**src/rtl/instr_seq_pkg.sv**
```systemverilog
// ============================================================================
// instr_seq_pkg
// Shared definitions for the instruction sequencer slice.
//   - seq_state_t      : FSM state encoding (IDLE / PRST / ISSUE)
//   - NOP_WORD_DEFAULT : word driven on iin when nothing is being issued
//   - HALT_OPCODE and its field position [15:13], plus a helper to test it
// Optional feature macro used by the files that import this package:
//   INSTR_SEQ_HALT_DETECT_EN
// ============================================================================
package instr_seq_pkg;

    typedef enum logic [1:0] {
        ST_IDLE  = 2'd0,
        ST_PRST  = 2'd1,
        ST_ISSUE = 2'd2
    } seq_state_t;

    localparam logic [15:0] NOP_WORD_DEFAULT = 16'h0000;

    localparam int          HALT_MSB    = 15;
    localparam int          HALT_LSB    = 13;
    localparam logic [2:0]  HALT_OPCODE = 3'b111;

    // True when the opcode field of an instruction word is the HALT opcode.
    function automatic logic is_halt(input logic [15:0] word);
        return word[HALT_MSB:HALT_LSB] == HALT_OPCODE;
    endfunction

endpackage

```
**src/rtl/instr_seq_if.sv**
```systemverilog
// ============================================================================
// instr_seq_if
// Bundles the program-load controls and the processor-facing instruction
// stream of the sequencer.
//   wr_en, wr_data, start : host -> sequencer (program load and run request)
//   iin, proc_resetn      : sequencer -> processor
//   pc, busy, done, count : sequencer status
//   halted                : only with INSTR_SEQ_HALT_DETECT_EN
// Modports:
//   master : the sequencer (produces the instruction stream)
//   slave  : the host/processor side that loads programs and consumes iin
// ============================================================================
interface instr_seq_if #(
    parameter int DEPTH = 16
);
    localparam int AW = $clog2(DEPTH);

    logic          wr_en;
    logic [15:0]   wr_data;
    logic          start;
    logic [15:0]   iin;
    logic          proc_resetn;
    logic [AW-1:0] pc;
    logic          busy;
    logic          done;
    logic [AW:0]   count;
`ifdef INSTR_SEQ_HALT_DETECT_EN
    logic          halted;

    modport master (
        input  wr_en, wr_data, start,
        output iin, proc_resetn, pc, busy, done, count, halted
    );

    modport slave (
        output wr_en, wr_data, start,
        input  iin, proc_resetn, pc, busy, done, count, halted
    );
`else
    modport master (
        input  wr_en, wr_data, start,
        output iin, proc_resetn, pc, busy, done, count
    );

    modport slave (
        output wr_en, wr_data, start,
        input  iin, proc_resetn, pc, busy, done, count
    );
`endif

endinterface

```
**src/rtl/instr_seq_mem.sv**
```systemverilog
// ============================================================================
// instr_seq_mem
// DEPTH x 16 program buffer: one synchronous write port, one combinational
// read port. Contents are not reset; only words below the loaded count are
// ever read by the sequencer.
// Ports:
//   clock  : write clock
//   we     : write enable
//   waddr  : write address
//   wdata  : write data
//   raddr  : read address
//   rdata  : read data (combinational)
// ============================================================================
module instr_seq_mem #(
    parameter int DEPTH = 16,
    parameter int AW    = $clog2(DEPTH)
) (
    input  logic          clock,
    input  logic          we,
    input  logic [AW-1:0] waddr,
    input  logic [15:0]   wdata,
    input  logic [AW-1:0] raddr,
    output logic [15:0]   rdata
);

    logic [15:0] mem [DEPTH];

    // Plain register-file write; no reset because stale words are never read.
    always_ff @(posedge clock) begin
        if (we) begin
            mem[waddr] <= wdata;
        end
    end

    assign rdata = mem[raddr];

endmodule

```
**src/rtl/instr_sequencer.sv**
```systemverilog
// ============================================================================
// instr_sequencer
// Instruction source for the 16-bit processor. A program is appended word by
// word while idle; on start the processor is held in reset for RST_CYCLES
// clocks, then each loaded word is presented on iin for HOLD_CYCLES clocks.
// Ports:
//   clock   : system clock, rising edge
//   resetn  : asynchronous active-low reset
//   bus     : instr_seq_if.master (wr_en, wr_data, start in;
//             iin, proc_resetn, pc, busy, done, count [, halted] out)
// Optional feature macro: INSTR_SEQ_HALT_DETECT_EN
//   When defined, an issued word with opcode [15:13] == 3'b111 ends the run
//   after its hold period and sets the halted output.
// ============================================================================
module instr_sequencer
    import instr_seq_pkg::*;
#(
    parameter int          DEPTH       = 16,
    parameter int          HOLD_CYCLES = 4,
    parameter int          RST_CYCLES  = 4,
    parameter logic [15:0] NOP_WORD    = NOP_WORD_DEFAULT
) (
    input  logic       clock,
    input  logic       resetn,
    instr_seq_if.master bus
);

    localparam int AW  = $clog2(DEPTH);
    localparam int RCW = (RST_CYCLES  > 1) ? $clog2(RST_CYCLES)  : 1;
    localparam int HCW = (HOLD_CYCLES > 1) ? $clog2(HOLD_CYCLES) : 1;

    localparam logic [AW:0]    CNT_ONE   = (AW+1)'(1);
    localparam logic [AW:0]    CNT_FULL  = (AW+1)'(DEPTH);
    localparam logic [AW-1:0]  PC_ONE    = AW'(1);
    localparam logic [RCW-1:0] RST_ONE   = RCW'(1);
    localparam logic [RCW-1:0] RST_LAST  = RCW'(RST_CYCLES - 1);
    localparam logic [HCW-1:0] HOLD_ONE  = HCW'(1);
    localparam logic [HCW-1:0] HOLD_LAST = HCW'(HOLD_CYCLES - 1);

    seq_state_t     state;
    logic [RCW-1:0] rst_ctr;
    logic [HCW-1:0] hold_ctr;
    logic [AW-1:0]  pc_q;
    logic [AW:0]    count_q;
    logic [15:0]    iin_q;
    logic           proc_resetn_q;
    logic           busy_q;
    logic           done_q;

    logic           mem_we;
    logic [AW-1:0]  mem_raddr;
    logic [15:0]    mem_rdata;
    logic           last_word;
    logic           hold_end;
    logic           halt_exit;

    // Writes are only honoured while idle and while there is room; once the
    // buffer is full further words are dropped and count saturates.
    assign mem_we = (state == ST_IDLE) && bus.wr_en && (count_q != CNT_FULL);

    // The read port always looks one word ahead of iin: word 0 while waiting
    // out the processor reset, pc+1 while issuing, so the next word is ready
    // on the edge where pc advances.
    assign mem_raddr = (state == ST_ISSUE) ? (pc_q + PC_ONE) : '0;

    assign last_word = (({1'b0, pc_q} + CNT_ONE) == count_q);
    assign hold_end  = (hold_ctr == HOLD_LAST);

`ifdef INSTR_SEQ_HALT_DETECT_EN
    logic halted_q;

    assign halt_exit = is_halt(iin_q);
`else
    assign halt_exit = 1'b0;
`endif

    instr_seq_mem #(
        .DEPTH (DEPTH),
        .AW    (AW)
    ) u_mem (
        .clock (clock),
        .we    (mem_we),
        .waddr (count_q[AW-1:0]),
        .wdata (bus.wr_data),
        .raddr (mem_raddr),
        .rdata (mem_rdata)
    );

    // Sequencer FSM. All outputs are registered and updated on the same edge
    // as the state, so iin and pc always change together and the processor
    // never sees a word that does not match pc. done defaults low every
    // cycle so it can only ever be a single-cycle pulse.
    always_ff @(posedge clock or negedge resetn) begin
        if (!resetn) begin
            state         <= ST_IDLE;
            rst_ctr       <= '0;
            hold_ctr      <= '0;
            pc_q          <= '0;
            count_q       <= '0;
            iin_q         <= NOP_WORD;
            proc_resetn_q <= 1'b0;
            busy_q        <= 1'b0;
            done_q        <= 1'b0;
`ifdef INSTR_SEQ_HALT_DETECT_EN
            halted_q      <= 1'b0;
`endif
        end else begin
            done_q <= 1'b0;
            case (state)
                ST_IDLE: begin
                    iin_q         <= NOP_WORD;
                    proc_resetn_q <= 1'b1;
                    if (mem_we) begin
                        count_q <= count_q + CNT_ONE;
                    end
                    if (bus.start && (count_q != '0)) begin
                        state         <= ST_PRST;
                        rst_ctr       <= '0;
                        proc_resetn_q <= 1'b0;
                        busy_q        <= 1'b1;
`ifdef INSTR_SEQ_HALT_DETECT_EN
                        halted_q      <= 1'b0;
`endif
                    end
                end

                ST_PRST: begin
                    if (rst_ctr == RST_LAST) begin
                        state         <= ST_ISSUE;
                        pc_q          <= '0;
                        hold_ctr      <= '0;
                        iin_q         <= mem_rdata;
                        proc_resetn_q <= 1'b1;
                    end else begin
                        rst_ctr <= rst_ctr + RST_ONE;
                    end
                end

                ST_ISSUE: begin
                    if (hold_end) begin
                        if (last_word || halt_exit) begin
                            state  <= ST_IDLE;
                            done_q <= 1'b1;
                            busy_q <= 1'b0;
                            iin_q  <= NOP_WORD;
`ifdef INSTR_SEQ_HALT_DETECT_EN
                            halted_q <= halt_exit;
`endif
                        end else begin
                            pc_q     <= pc_q + PC_ONE;
                            hold_ctr <= '0;
                            iin_q    <= mem_rdata;
                        end
                    end else begin
                        hold_ctr <= hold_ctr + HOLD_ONE;
                    end
                end

                default: begin
                    state <= ST_IDLE;
                end
            endcase
        end
    end

    assign bus.iin         = iin_q;
    assign bus.proc_resetn = proc_resetn_q;
    assign bus.pc          = pc_q;
    assign bus.busy        = busy_q;
    assign bus.done        = done_q;
    assign bus.count       = count_q;
`ifdef INSTR_SEQ_HALT_DETECT_EN
    assign bus.halted      = halted_q;
`endif

endmodule

```
**src/flat_wrapper.sv**
```systemverilog
// flat-port wrapper written by rule: the top's interface ports become plain ports
module instr_sequencer_flat import instr_seq_pkg::*;
#(
    parameter int          DEPTH       = 16,
    parameter int          HOLD_CYCLES = 4,
    parameter int          RST_CYCLES  = 4,
    parameter logic [15:0] NOP_WORD    = NOP_WORD_DEFAULT
)
  (clock, resetn, bus_wr_en, bus_wr_data, bus_start, bus_iin, bus_proc_resetn, bus_pc, bus_busy, bus_done, bus_count);
  instr_seq_if #(.DEPTH(DEPTH)) bus_i ();
  input  logic clock;
  input  logic resetn;
  input wire logic [$bits(bus_i.wr_en)-1:0] bus_wr_en;
  input wire logic [$bits(bus_i.wr_data)-1:0] bus_wr_data;
  input wire logic [$bits(bus_i.start)-1:0] bus_start;
  output wire logic [$bits(bus_i.iin)-1:0] bus_iin;
  output wire logic [$bits(bus_i.proc_resetn)-1:0] bus_proc_resetn;
  output wire logic [$bits(bus_i.pc)-1:0] bus_pc;
  output wire logic [$bits(bus_i.busy)-1:0] bus_busy;
  output wire logic [$bits(bus_i.done)-1:0] bus_done;
  output wire logic [$bits(bus_i.count)-1:0] bus_count;
  assign bus_i.wr_en = bus_wr_en;
  assign bus_i.wr_data = bus_wr_data;
  assign bus_i.start = bus_start;
  assign bus_iin = bus_i.iin;
  assign bus_proc_resetn = bus_i.proc_resetn;
  assign bus_pc = bus_i.pc;
  assign bus_busy = bus_i.busy;
  assign bus_done = bus_i.done;
  assign bus_count = bus_i.count;
  instr_sequencer #(.DEPTH(DEPTH), .HOLD_CYCLES(HOLD_CYCLES), .RST_CYCLES(RST_CYCLES), .NOP_WORD(NOP_WORD)) u_core (.clock(clock), .resetn(resetn), .bus(bus_i));
endmodule
```
**config.mk**
```make
export PLATFORM = sky130hd
export DESIGN_NAME = instr_sequencer_flat
export DESIGN_NICKNAME = d
export VERILOG_FILES = /design/src/rtl/instr_seq_pkg.sv /design/src/rtl/instr_seq_if.sv /design/src/rtl/instr_seq_mem.sv /design/src/rtl/instr_sequencer.sv /design/src/flat_wrapper.sv
export SDC_FILE = /design/constraint.sdc
export NUM_CORES = 1
export LEC_CHECK = 0
export ABC_AREA = 1
export BUFFER_PORTS_ARGS = -buffer_cell sky130_fd_sc_hd__buf_2
export CORE_MARGIN = 2
export CORE_UTILIZATION = 45
export CTS_BUF_LIST = sky130_fd_sc_hd__clkbuf_16
export DETAILED_ROUTE_END_ITERATION = 7
export GPL_TIMING_DRIVEN = 0
export PLACE_DENSITY = 0.67
export SYNTH_ARGS = -nofsm -noshare
export SYNTH_HDL_FRONTEND = slang
export SYNTH_SLANG_ARGS = --single-unit
```
**constraint.sdc**
```tcl
create_clock -name clock -period 2.9 [get_ports clock]
set_input_delay 0.145 -clock clock [delete_from_list [all_inputs] [get_ports clock]]
set_output_delay 0.145 -clock clock [all_outputs]
set_load 0.005 [all_outputs]
```
Word level (Yosys, flattened, before mapping)
Memories as Yosys holds them, arrays and structs flattened.
Index checks and enable logic that the tools add are counted.
{"block": "word_totals", "regBits": 34, "mem_bits_rw": 256, "input_bits": 20, "out_inout_bits": 28, "word_cells": 78, "memories": 1}
{"name": "u_core.u_mem.mem", "depth": 16, "word_bits": 16, "read_ports": 1, "rd_ports_with_merged_regs": 0, "wr": 1, "line": "instr_seq_mem.sv:26", "text": "logic [15:0] mem [DEPTH];"}
{"block": "classes", "addsub": 5, "n_eq_ne": 13, "n_mux": 33, "n_reduce_logical": 17}
{"op": "$mux 16", "n": 3}
{"op": "$pmux 16 s3", "n": 1}
{"op": "$mux 2", "n": 9}
{"op": "$mux 4", "n": 4}
{"op": "$reduce_and 4->1", "n": 3}
{"op": "$mux 1", "n": 10}
{"op": "$reduce_and 3->1", "n": 3}
{"op": "$pmux 2 s2", "n": 2}
{"op": "$pmux 4 s2", "n": 1}
{"op": "$eq 2x2->1 const B", "n": 3}
{"op": "$ne 2x1->1 const B", "n": 3}
{"op": "$ne 2x2->1 const B", "n": 3}
{"op": "$pmux 2 s3", "n": 1}
{"op": "$reduce_bool 2->1", "n": 3}
{"op": "$add 4x1->5 const B", "n": 1}
{"op": "$add 5x1->5 const B", "n": 1}
{"op": "$eq 5x5->1", "n": 1}
{"op": "$ne 5x5->1 const B", "n": 1}
{"op": "$reduce_bool 5->1", "n": 1}
{"op": "$add 2x1->2 const B", "n": 2}
{"op": "$add 4x1->4 const B", "n": 1}
{"op": "$pmux 1 s2", "n": 2}
{"op": "$reduce_and 2->1", "n": 2}
{"op": "$logic_and 1x1->1", "n": 3}
{"op": "4 further kinds", "n": 4}

Logic depth before layout (Yosys ltp)
Gate-level depths: netlist of the first run.
An unclocked memory read counts as a cell.
{"block": "depth", "word_depth": 6, "depth_mapped": 14, "ltp_nobuf": 12}

Cells and area by module
From an unflattened synthesis of the first run, not the netlist that was laid out.
{"block": "unflattened", "cells_unflattened": 1281, "area_unflattened_um2": 12906.1}
{"mod": "instr_seq_mem", "instances": 1, "cells_per_inst": 1058, "area_per_inst_um2": 11060.6, "seq_area_each_um2": 7687.4}
{"mod": "instr_sequencer", "instances": 1, "cells_per_inst": 223, "area_per_inst_um2": 1845.5, "seq_area_each_um2": 850.8}

Worst setup path after synthesis of the first run
No wires, ideal clock.
{"block": "synth_timing", "path_type": "register to register", "startpoint": "register u_core.count_q[0], in the netlist u_core.bus.count[0]", "endpoint": "memory u_core.u_mem.mem[15][0] (enable)", "setup_ps": 391, "arrival_time_ps": 1930, "required_ps": 2509, "slack_ps": 579, "stages_incl_launch_ff": 8, "n_path_buf": 0, "period_less_slack_ps": 2321, "cell_sequence": "dfrtp_1 inv_1 ha_1 nand3_1 nand2_1 inv_1 nand2_1 nor2_1"}
{"block": "synth_via", "elab_chain_len": 4}
{"item": "start, declared", "line": "instr_sequencer.sv:44", "text": "logic [AW:0] count_q;"}
{"item": "start signal, assigned", "line": "instr_sequencer.sv:114", "text": "count_q <= count_q + CNT_ONE;"}
{"item": "$ne 5x5->1", "line": "instr_sequencer.sv:59", "text": "assign mem_we = (state == ST_IDLE) && bus.wr_en && (count_q != CNT_FULL);"}
{"item": "$logic_and 1x1->1", "line": "instr_sequencer.sv:59"}
{"item": "$mux 1", "line": "instr_seq_mem.sv:30", "text": "if (we) begin"}
{"item": "$mux 1 (implied by the code)", "line": "instr_seq_mem.sv:31", "text": "mem[waddr] <= wdata;"}
{"item": "end, declared", "line": "instr_seq_mem.sv:26"}
Parallel ways exist; a longest one is shown, timed or not.

Final worst setup path of the first run
{"block": "layout_timing", "startpoint": "register u_core.pc_q[0], in the netlist u_core.bus.pc[0]", "endpoint": "register u_core.iin_q[5], in the netlist u_core.bus.iin[5]"}
{"block": "layout_via", "elab_chain_len": 6, "elab_cells_between_ends": 9, "cone_classes": "add/sub: 2; eq/ne: 1; mux: 5; memory: 1"}
{"item": "start, declared", "line": "instr_sequencer.sv:43", "text": "logic [AW-1:0] pc_q;"}
{"item": "start signal, assigned", "line": "instr_sequencer.sv:150", "text": "pc_q <= pc_q + PC_ONE;"}
{"item": "$add 4x1->4", "line": "instr_sequencer.sv:64", "text": "assign mem_raddr = (state == ST_ISSUE) ? (pc_q + PC_ONE) : '0;"}
{"item": "$mux 4", "line": "instr_sequencer.sv:64"}
{"item": "$mem_v2 16x16"}
{"item": "$mux 16", "line": "instr_sequencer.sv:141", "text": "if (last_word || halt_exit) begin"}
{"item": "$mux 16", "line": "instr_sequencer.sv:140", "text": "if (hold_end) begin"}
{"item": "$pmux 16 s3 (*)", "line": "instr_sequencer.sv:109", "text": "case (state)"}
{"item": "end signal, assigned", "line": "instr_sequencer.sv:132", "text": "iin_q <= mem_rdata;"}
{"item": "end signal, assigned", "line": "instr_sequencer.sv:152", "text": "iin_q <= mem_rdata;"}
{"item": "end, declared", "line": "instr_sequencer.sv:45", "text": "logic [15:0] iin_q;"}
Every way passes the cells marked *; elsewhere a longest branch is shown, timed or not. The select of a mux whose other input is x is not followed.
A chain may end at the register's enable or synchronous reset.

==> results of run 1 <==
## power groups by stage
stage               logic (mW)  registers (mW)  clock network, mW
floorplan                 2.36            5.24                  0
global placement          3.61            5.25                  0
detailed placement        3.75            5.26                  0
CTS                       3.78            5.17               3.54
global route              4.17            5.21               3.71
finish                    3.82            5.18               3.50
## critical path, stage by stage, from the launching register on
cell      delay (ns)
dfrtp_1         0.49
ha_1            0.42
nand2_2         0.20
buf_2           0.34
buf_2           0.33
nand3_1         0.12
nand3_1         0.19
nand3_1         0.22
nand2_1         0.16
clkinv_1        0.09
nand3_2         0.06
nand2_1         0.04
## cell usage in the layout, fill, tap and decap left out
cell	instances
a21oi_1	29
nand4_1	9
clkinv_8	1
buf_6	5
edfxtp_1	256
dfrtp_1	34
nor2_1	8
o21ai_0	3
nand2_4	2
bufinv_16	1
clkbuf_16	30
ha_1	11
inv_2	9
nor2_2	17
nand3_1	296
clkinv_2	7
buf_4	16
nand2_2	5
or2_4	1
xor2_1	4
nor2_8	1
or2_1	2
clkbuf_1	13
o21ai_1	2
inv_1	34
buf_2	76
nand2_1	276
nand3_2	11
nand3b_1	1
buf_1	1
o31ai_1	1
nand3_4	1
clkinv_1	17
dlygate4sd3_1	6
a32o_1	1
buf_8	11
## per-layer routing
metal | share of wire | wire, um | vias to the layer above
li1 | - | - | 4005
met1 | 0.41 | 13900 | 4200
met2 | 0.44 | 14900 | 488
met3 | 0.11 | 3720 | 75
met4 | 0.042 | 1430 | 0
met5 | 0 | 0 | -
## worst max path at each step
stage / slack (ns) / cells past startpoint / end / from
after CTS: 0.20 / 11 / u_core.bus.iin[5] / u_core.bus.pc[0]
final: 0.12 / 11 / u_core.bus.iin[5] / u_core.bus.pc[0]
after detailed placement: 0.23 / 11 / u_core.bus.iin[5] / u_core.bus.pc[0]
after global routing: 0.01 / 7 / u_core.u_mem.mem[7][2] / u_core.bus.count[0]
after global placement: -0.26 / 8 / u_core.u_mem.mem[3][8] / u_core.state[0]
after floorplan: 0.58 / 7 / u_core.u_mem.mem[15][0] / u_core.bus.count[0]
## cell type report
cell class / instances / share of cell area
Buffer: 63 / 0.0256
Tap cell: 341 / 0.0301
Timing Repair Buffer: 65 / 0.0333
Inverter: 45 / 0.0120
Clock inverter: 24 / 0.00963
Sequential cell: 290 / 0.603
Clock buffer: 30 / 0.0530
Multi-Input combinational cell: 681 / 0.233
## through the flow
| stage | TNS, ns | area (um2) | hold slack (ns) |
|---|---|---|---|
| 2_1_floorplan | 0 | 12300 | -0.151 |
| 5_1_grt | 0 | 14200 | 0.0217 |
| 3_3_place_gp | -17.97 | 13000 | 0.252 |
| 6_report | 0 | 14200 | 0.0137 |
| 3_5_place_dp | 0 | 13200 | 0.259 |
| 4_1_cts | 0 | 14200 | 0.0135 |
## sequential cells by signal, summed over array words and instances (netlist names), 2 cells and up
name / cells
u_core.bus.count: 5
u_core.bus.iin: 16
u_core.bus.pc: 4
u_core.hold_ctr: 2
u_core.rst_ctr: 2
u_core.state: 2
u_core.u_mem.mem: 256
## logic make-up after synthesis
logic type,Yosys count,share of synthesized area
fa+ha+maj,11,0.0112
simple gates,630,0.235
buf+inv,108,0.0432
xor+xnor,4,0.00284
compound gates,36,0.0152
flops,290,0.692
## repair_timing
item,CTS,global route
hold endpoints to repair,94,0
setup buffers,0,0
hold buffers,6,0
==> impl_metrics.toml, run 1 <==
[run_status]
status = "completed"

[synthesis]
syn_nets = 1110
synth_warnings = 0
yosys.area.top_type = "edfxtp_1"
synth-seq-area-share = 0.692
yosys.cell_types.count = 31
synth-seq-cells = 290
syn_area_per_cell_um2 = 11.4
netlist_area_um2 = 12300
synthArstFlopShare = 0.117
synth-edff-count = 256
synth.most_common_cell = "nand3_1"
synth_cells = 1079
yosys-top-cells-area = "edfxtp_1 62%, nand3_1 12%, nand2_1 8.4%"
synthTopCellsByCount = "296 x nand3_1, 276 x nand2_1, 256 x edfxtp_1, 34 x dfrtp_1"
synth_top_flop_cell = "edfxtp_1"
yosysTopAreaCellShare = 0.623

[timing]
timing.final.ws_setup_ns = 0.122
max-slew-margin-rel = 0.337
slew_violations = 0
fin_crit_ns = 2.78
clock_skew_ns = 0.0248
setup_viol_count_final = 0
hold_viol = 0
max_freq_mhz = 360
worstMarginPinSlew_ns = 0.993
post-route-period-util = 0.958
rsz0062_at_grt = "no"

[finish]
post-route-util = 0.525
syn_to_final_growth_pct = 14.8
num-fill-cells = 2291
multi_input_area_um2 = 3300
layout.cells.non_filler = 1539
final_nets = 1207
antenna_cells = 0
seqCellArea_um2 = 8540
drive_above_1_share = 0.162

[global_route]
grt_use_met3 = 0.0548
grtUsageTotal = 0.239
top_usage_layer = "met2"
grt-ovfl-total = 0
antenna_found_initial = 0
use_met1 = 0.340
grt_max_degree = 35
grt_pass1_wl_mm = 50.6
grt_pass1_vias = 8312
met2_usage = 0.357

[power]
switching_share = 0.356
p_int_mw = 8.05
power.total_mw = 12.5
pwr-share-seq = 0.414
power.net_switching_mw = 4.44
p_per_area_nw_per_um2 = 882
clockPowerShare = 0.280
leakagePower_nw = 5.57
pwr-share-comb = 0.306
irDropWorstVdd_mv = 0.401

[place]
place_hpwl_mm = 22.7
port_buffers = 47
pre_cts_ws_ns = 0.229
dp_cells = 1479
place.gp.congestion = 0.945

[setup_path]
rrSetupSlack_ns = 0.12
reg2reg_to = "u_core.bus.iin[5]"
cp-end-kind = "flip-flop"
rr_worst_depth = 11
reg2reg_from = "u_core.bus.pc[0]"
critPathRequiredTime_ns = 3.35
path_max_fanout = 10
cp-start-kind = "flip-flop"
cp.arrival_ns = 3.22
worstSetupPathType = "flip-flop to flip-flop"

[clock_network]
clock_latency_ns = 0.57
clk_pin_slew_ns = 0.06
ctsResizeCount = 0
cts_tree = "yes"
htreeDepth = 1
ctsRootBufferMaster = "clkbuf_16"
cts_buffer_depth = 3
cts.sinks = 290
cts_buffers = 30

[floorplanning]
die_h_um = 170
die_w_um = 170
dieArea_um2 = 28700
core_area_um2 = 27000
rows = 60
start_util = 0.458
ios = 48

[drt]
initialDrtViolationCount = 1190
drcViolationCount = 0
routedWlPerCell_um = 22.0
drt-vias-per-instance = 5.70
drt_pass1_iterations = 8
routed_wl_mm = 33.9
ant_nets = 0
vias = 8768

[min_path]
whs_path_depth = 1
hold_start = "bus_wr_data[14]"
hold_path_class = "primary input to flip-flop"
holdPathEnd = "u_core.u_mem.mem[4][14]"

[run]
drv_cap = 0
Power figures use the tool's default switching activity.
==> run 2, diff against run 1 <==
--- a/config.mk
+++ b/config.mk
@@ -13,6 +13,8 @@
 export DETAILED_ROUTE_END_ITERATION = 7
 export GPL_TIMING_DRIVEN = 0
 export PLACE_DENSITY = 0.67
+export RECOVER_POWER = 25
+export SLEW_MARGIN = 30
 export SYNTH_ARGS = -nofsm -noshare
 export SYNTH_HDL_FRONTEND = slang
 export SYNTH_SLANG_ARGS = --single-unit
==> run 2 against run 1 <==
  * Via count is 0.50% higher
  * Register-to-register slack is essentially flat
  * Routed wire length grew 0.77%
  * Count of clock-buffer cells in the layout grew 1
  * Maximum frequency decreased by 0.25%
  * Sequential power is essentially flat
  * Worst hold slack improved by 0.055 ns
  * Flip-flop and latch count is the same
  * Largest power group unchanged
==> impl_metrics.toml, run 2 (synthesis gave the netlist of run 1 again) <==
[run_status]
status = "completed"

[global_route]
grt_max_degree = 35
grt_pass1_wl_mm = 50.3
antenna_found_initial = 0
grt_pass1_vias = 8276
grt-ovfl-total = 0
grtUsageTotal = 0.238

[place]
dpl_cell_area_um2 = 13200
place_hpwl_mm = 22.9
pre_cts_ws_ns = 0.209
place.gp.congestion = 0.945
port_buffers = 47

[finish]
largest_register_ffs = 256
syn_to_final_growth_pct = 14.9
final_cell_mix = "296 x nand3_1, 276 x nand2_1, 256 x edfxtp_1, 66 x buf_2, 34 x dfrtp_1"
drive_above_1_share = 0.159
final_nets = 1205
antenna_cells = 0
final_common_cell = "nand3_1"
design_area_um2 = 14200
largest-register = "u_core.u_mem.mem"

[clock_network]
cts.sinks = 290
clock_latency_ns = 0.56
cts_tree = "yes"
htreeDepth = 1
ctsRootBufferMaster = "clkbuf_16"
clk_pin_slew_ns = 0.06
cts_buffer_depth = 3
cts_buffers = 30
post-cts-setup-buffer-count = 0

[timing]
clock_skew_ns = 0.0122
rsz0062_at_grt = "no"
hold_viol = 0
setup_viol_count_final = 0
worstMarginPinSlew_ns = 1.10
timing.final.ws_setup_ns = 0.115
post-route-period-util = 0.960
max_freq_mhz = 359
max-slew-margin-rel = 0.267
fin_crit_ns = 2.78
slew_violations = 0

[drt]
drt-vias-per-instance = 5.74
routed_wl_mm = 34.2
routedWlPerCell_um = 22.3
initialDrtViolationCount = 1152
ant_nets = 0
drt_pass1_iterations = 5
vias = 8812
drcViolationCount = 0

[setup_path]
path_max_fanout = 10
max_stage_delay_ns = 0.49
crit_start = "u_core.bus.pc[0]"
crit_cells = 11
cp-start-kind = "flip-flop"
rr_worst_depth = 11
crit_chain = "ha_1, nand2_2, buf_2, buf_2, nand3_1, nand3_1, nand3_1, nand2_1, inv_1, nand3_1, nand2_1"
cp.arrival_ns = 3.22
worstSetupPathType = "flip-flop to flip-flop"
cp_common_cell = "nand3_1"
crit_buf_inv = 3
reg2reg_from = "u_core.bus.pc[0]"
crit_family = "simple AND/OR/NAND/NOR gates"
cp-end-kind = "flip-flop"
cp_slowest_cell = "dfrtp_1"
critPathRequiredTime_ns = 3.34

[floorplanning]
die_w_um = 170
dieArea_um2 = 28700
die_h_um = 170
ios = 48
rows = 60
core_area_um2 = 27000
start_util = 0.458

[run]
drv_cap = 0

[power]
irDropWorstVdd_mv = 0.405
p_per_area_nw_per_um2 = 901
leakagePower_nw = 5.54

[min_path]
whs_path_depth = 5
hold_path_class = "primary input to flip-flop"
hold_start = "bus_wr_en"
-- run 2: cell types whose count changed in the layout (fill, tap and decap cells not counted), sizes merged --
| cell | change |
|---|---|
| buf | -10 |
| bufinv | +2 |
| clkbuf | +11 |
| clkinv | -4 |
| clkinvlp | +2 |
| dlygate4sd3 | -2 |
| inv | -4 |
-- run 2: area by class of cell --
| class | count | area (um2) |
|---|---|---|
| fill | 2293 | 12800 |
| inverter | 45 | 170 |
| sequential | 290 | 8540 |
| clock inverter | 20 | 176 |
| buffer | 63 | 363 |
| tap | 341 | 427 |
| timing repair buffer | 63 | 398 |
| multi-input combinational | 681 | 3320 |
| clock buffer | 31 | 776 |
-- run 2: worst paths after layout --
check,to,slack (ns)
worst max-delay path,u_core.bus.iin[14],0.12
worst min-delay path,u_core.bus.count[0],0.07
worst max register to register,u_core.bus.iin[14],0.12
worst min register to register,u_core.bus.busy,0.47
max in group asynchronous,u_core.bus.iin[6],2.22
min in group asynchronous,u_core.bus.count[0],0.19
-- run 2: worst register-to-register path, cell delays in order, from the launching register on --
cell	delay [ns]
dfrtp_1	0.49
ha_1	0.43
nand2_2	0.21
buf_2	0.36
buf_2	0.32
nand3_1	0.11
nand3_1	0.15
nand3_1	0.21
nand2_1	0.19
inv_1	0.06
nand3_1	0.08
nand2_1	0.06
-- run 2: layer usage --
metal	GRT usage	routed length (um)	part of all wire	vias to the layer above
met5	0	0	0	-
met4	0.0985	1430	0.042	0
met3	0.0478	3730	0.11	85
met2	0.365	15000	0.44	483
met1	0.335	14000	0.41	4243
li1	-	-	-	4001
-- run 2: power by group --
part	switching [mW]	internal (mW)
combinational	2.70	1.13
clock	1.58	2.18
sequential	0.215	4.96
-- run 2: timing repair --
item | 4_1_cts | 5_1_grt
hold buffers | 4 | 0
gates resized for setup | 0 | 0
hold endpoints to repair | 71 | 0
-- run 2: metrics by stage --
stage               power [mW]  hold slack (ns)   util  setup TNS, ns  std cells
global route              13.3           0.0847  0.526              0       1534
detailed placement        9.02            0.259  0.489              0       1479
CTS                       12.8          0.00471  0.526              0       1534
floorplan                 7.60           -0.151      -              0       1079
global placement          8.86            0.252  0.482         -17.97       1467
finish                    12.8           0.0691  0.526              0       1534
==> run 3, diff against run 2 <==
--- a/config.mk
+++ b/config.mk
@@ -7,7 +7,8 @@
 export LEC_CHECK = 0
 export ABC_AREA = 1
 export BUFFER_PORTS_ARGS = -buffer_cell sky130_fd_sc_hd__buf_2
-export CORE_MARGIN = 2
+export CORE_ASPECT_RATIO = 0.9
+export CORE_MARGIN = 4
 export CORE_UTILIZATION = 45
 export CTS_BUF_LIST = sky130_fd_sc_hd__clkbuf_16
 export DETAILED_ROUTE_END_ITERATION = 7
==> run 3 against run 2 <==
  * Power is 1.7% lower
  * Register-to-register slack better by 0.10 ns
  * Sequential share of layout area is 0.080 points higher
  * Sequential power hardly changed
  * Non-clock buffer count is 5 lower
  * Global-route usage is 1.4 points lower
  * Clock skew is 0.0051 ns higher
  * Setup slack better by 0.10 ns
  * First-iteration DRC count is 5.7% lower
  * Flip-flop and latch count stayed put
  * Critical path depth stayed put
==> impl_metrics.toml, run 3 (synthesis gave the netlist of run 1 again) <==
[finish]
drive_above_1_share = 0.151
post-route-util = 0.523
largest-register = "u_core.u_mem.mem"
final_nets = 1200
num-fill-cells = 2310
final_cell_mix = "296 x nand3_1, 276 x nand2_1, 256 x edfxtp_1, 64 x buf_2, 36 x inv_1"
final_common_cell = "nand3_1"
syn_to_final_growth_pct = 14.7
antenna_cells = 0
layout.cells.non_filler = 1546
largest_register_ffs = 256

[drt]
drcViolationCount = 0
drt-vias-per-instance = 5.67
initialDrtViolationCount = 1086
drt_pass1_iterations = 6
routedWlPerCell_um = 21.9
routed_wl_mm = 33.9
vias = 8761
ant_nets = 0

[setup_path]
cp-end-kind = "flip-flop"
worstSetupPathType = "flip-flop to flip-flop"
path_max_fanout = 10
cp-start-kind = "flip-flop"
critPathRequiredTime_ns = 3.34
cp.arrival_ns = 3.12

[clock_network]
ctsResizeCount = 0
cts.sinks = 290
cts_buffer_depth = 3
clk_pin_slew_ns = 0.06
post-cts-setup-buffer-count = 0
clock_latency_ns = 0.56
cts_buffers = 30
holdBufCountCts = 4
htreeDepth = 1
ctsRootBufferMaster = "clkbuf_16"
cts_tree = "yes"

[timing]
timing.final.ws_setup_ns = 0.219
clock_skew_ns = 0.0173
setup_viol_count_final = 0
max-slew-margin-rel = 0.303
hold_viol = 0
post-route-period-util = 0.925
fin_crit_ns = 2.68
rsz0062_at_grt = "no"
worstMarginPinSlew_ns = 1.05
slew_violations = 0
max_freq_mhz = 373
timing.hold.ws_ns = 0.0732

[power]
pwr-share-seq = 0.412
power.net_switching_mw = 4.43
leakagePower_nw = 5.52
clockPowerShare = 0.288
pwr-share-comb = 0.300
power.total_mw = 12.5
switching_share = 0.353
p_per_area_nw_per_um2 = 887
p_int_mw = 8.12
irDropWorstVdd_mv = 0.580

[floorplanning]
die_h_um = 165
core_area_um2 = 27000
die_w_um = 182
dieArea_um2 = 30100
start_util = 0.456
ios = 48
rows = 57

[run]
drv_cap = 0

[min_path]
hold_path_class = "primary input to flip-flop"

[place]
dp_cells = 1487
port_buffers = 47
place_hpwl_mm = 22.5
place.gp.congestion = 0.926
pre_cts_ws_ns = 0.314

[run_status]
status = "completed"

[global_route]
grt_pass1_vias = 8115
grtUsageTotal = 0.224
antenna_found_initial = 0
grt-ovfl-total = 0
grt_max_degree = 35
grt_pass1_wl_mm = 50.6
==> run 3: worst max-delay path, cell delays in order (launching register included) <==
cell and delay (ns):
dfrtp_1 0.49, ha_1 0.42, nand2_2 0.22, buf_2 0.32
buf_2 0.34, nand3_1 0.12, nand3_1 0.09, nand3_1 0.18
nand2_1 0.19, inv_1 0.06, nand3_1 0.08, nand2_1 0.05
==> run 3: layout make-up <==
type,count,area [um2],share of cell area
multi-input combinational,681,3350,0.237
clock buffer,33,826,0.0584
timing repair buffer,58,355,0.0251
sequential,290,8540,0.603
tap,354,443,0.0313
buffer,63,363,0.0256
inverter,45,170,0.0120
clock inverter,22,104,0.00734
==> run 3: metrics by stage <==
stage / TNS (ns) / cell area, um2
global placement: -31.62 / 13000
CTS: 0 / 14200
detailed placement: 0 / 13200
finish: 0 / 14100
floorplan: 0 / 12300
global route: 0 / 14100
==> run 3: power groups by stage <==
stage	clock network [mW]	registers, mW	logic (mW)
after floorplan	0	5.24	2.36
after CTS	3.65	5.17	3.73
after detailed placement	0	5.25	3.71
after global routing	3.82	5.21	4.15
after global placement	0	5.25	3.56
final	3.62	5.17	3.76
==> run 3: layer usage <==
| layer | vias to the layer above | GRT usage | wire [um] |
|---|---|---|---|
| li1 | 3994 | - | - |
| met1 | 4196 | 0.329 | 14000 |
| met2 | 484 | 0.330 | 14600 |
| met3 | 87 | 0.0533 | 4120 |
| met4 | 0 | 0.0767 | 1170 |
| met5 | - | 0 | 0 |
==> run 3: path summary, 6_finish.rpt <==
check / from / endpoint / slack [ns] / cells after the start
worst min-delay path: bus_start / u_core.state[0] / 0.07 / 5
min in group asynchronous: resetn / u_core.bus.iin[9] / 0.20 / 2
worst max register to register: u_core.bus.pc[0] / u_core.bus.iin[11] / 0.22 / 11
worst min register to register: u_core.bus.iin[9] / u_core.bus.iin[9] / 0.47 / 2
worst max-delay path: u_core.bus.pc[0] / u_core.bus.iin[11] / 0.22 / 11
max in group asynchronous: resetn / u_core.bus.count[2] / 2.20 / 2
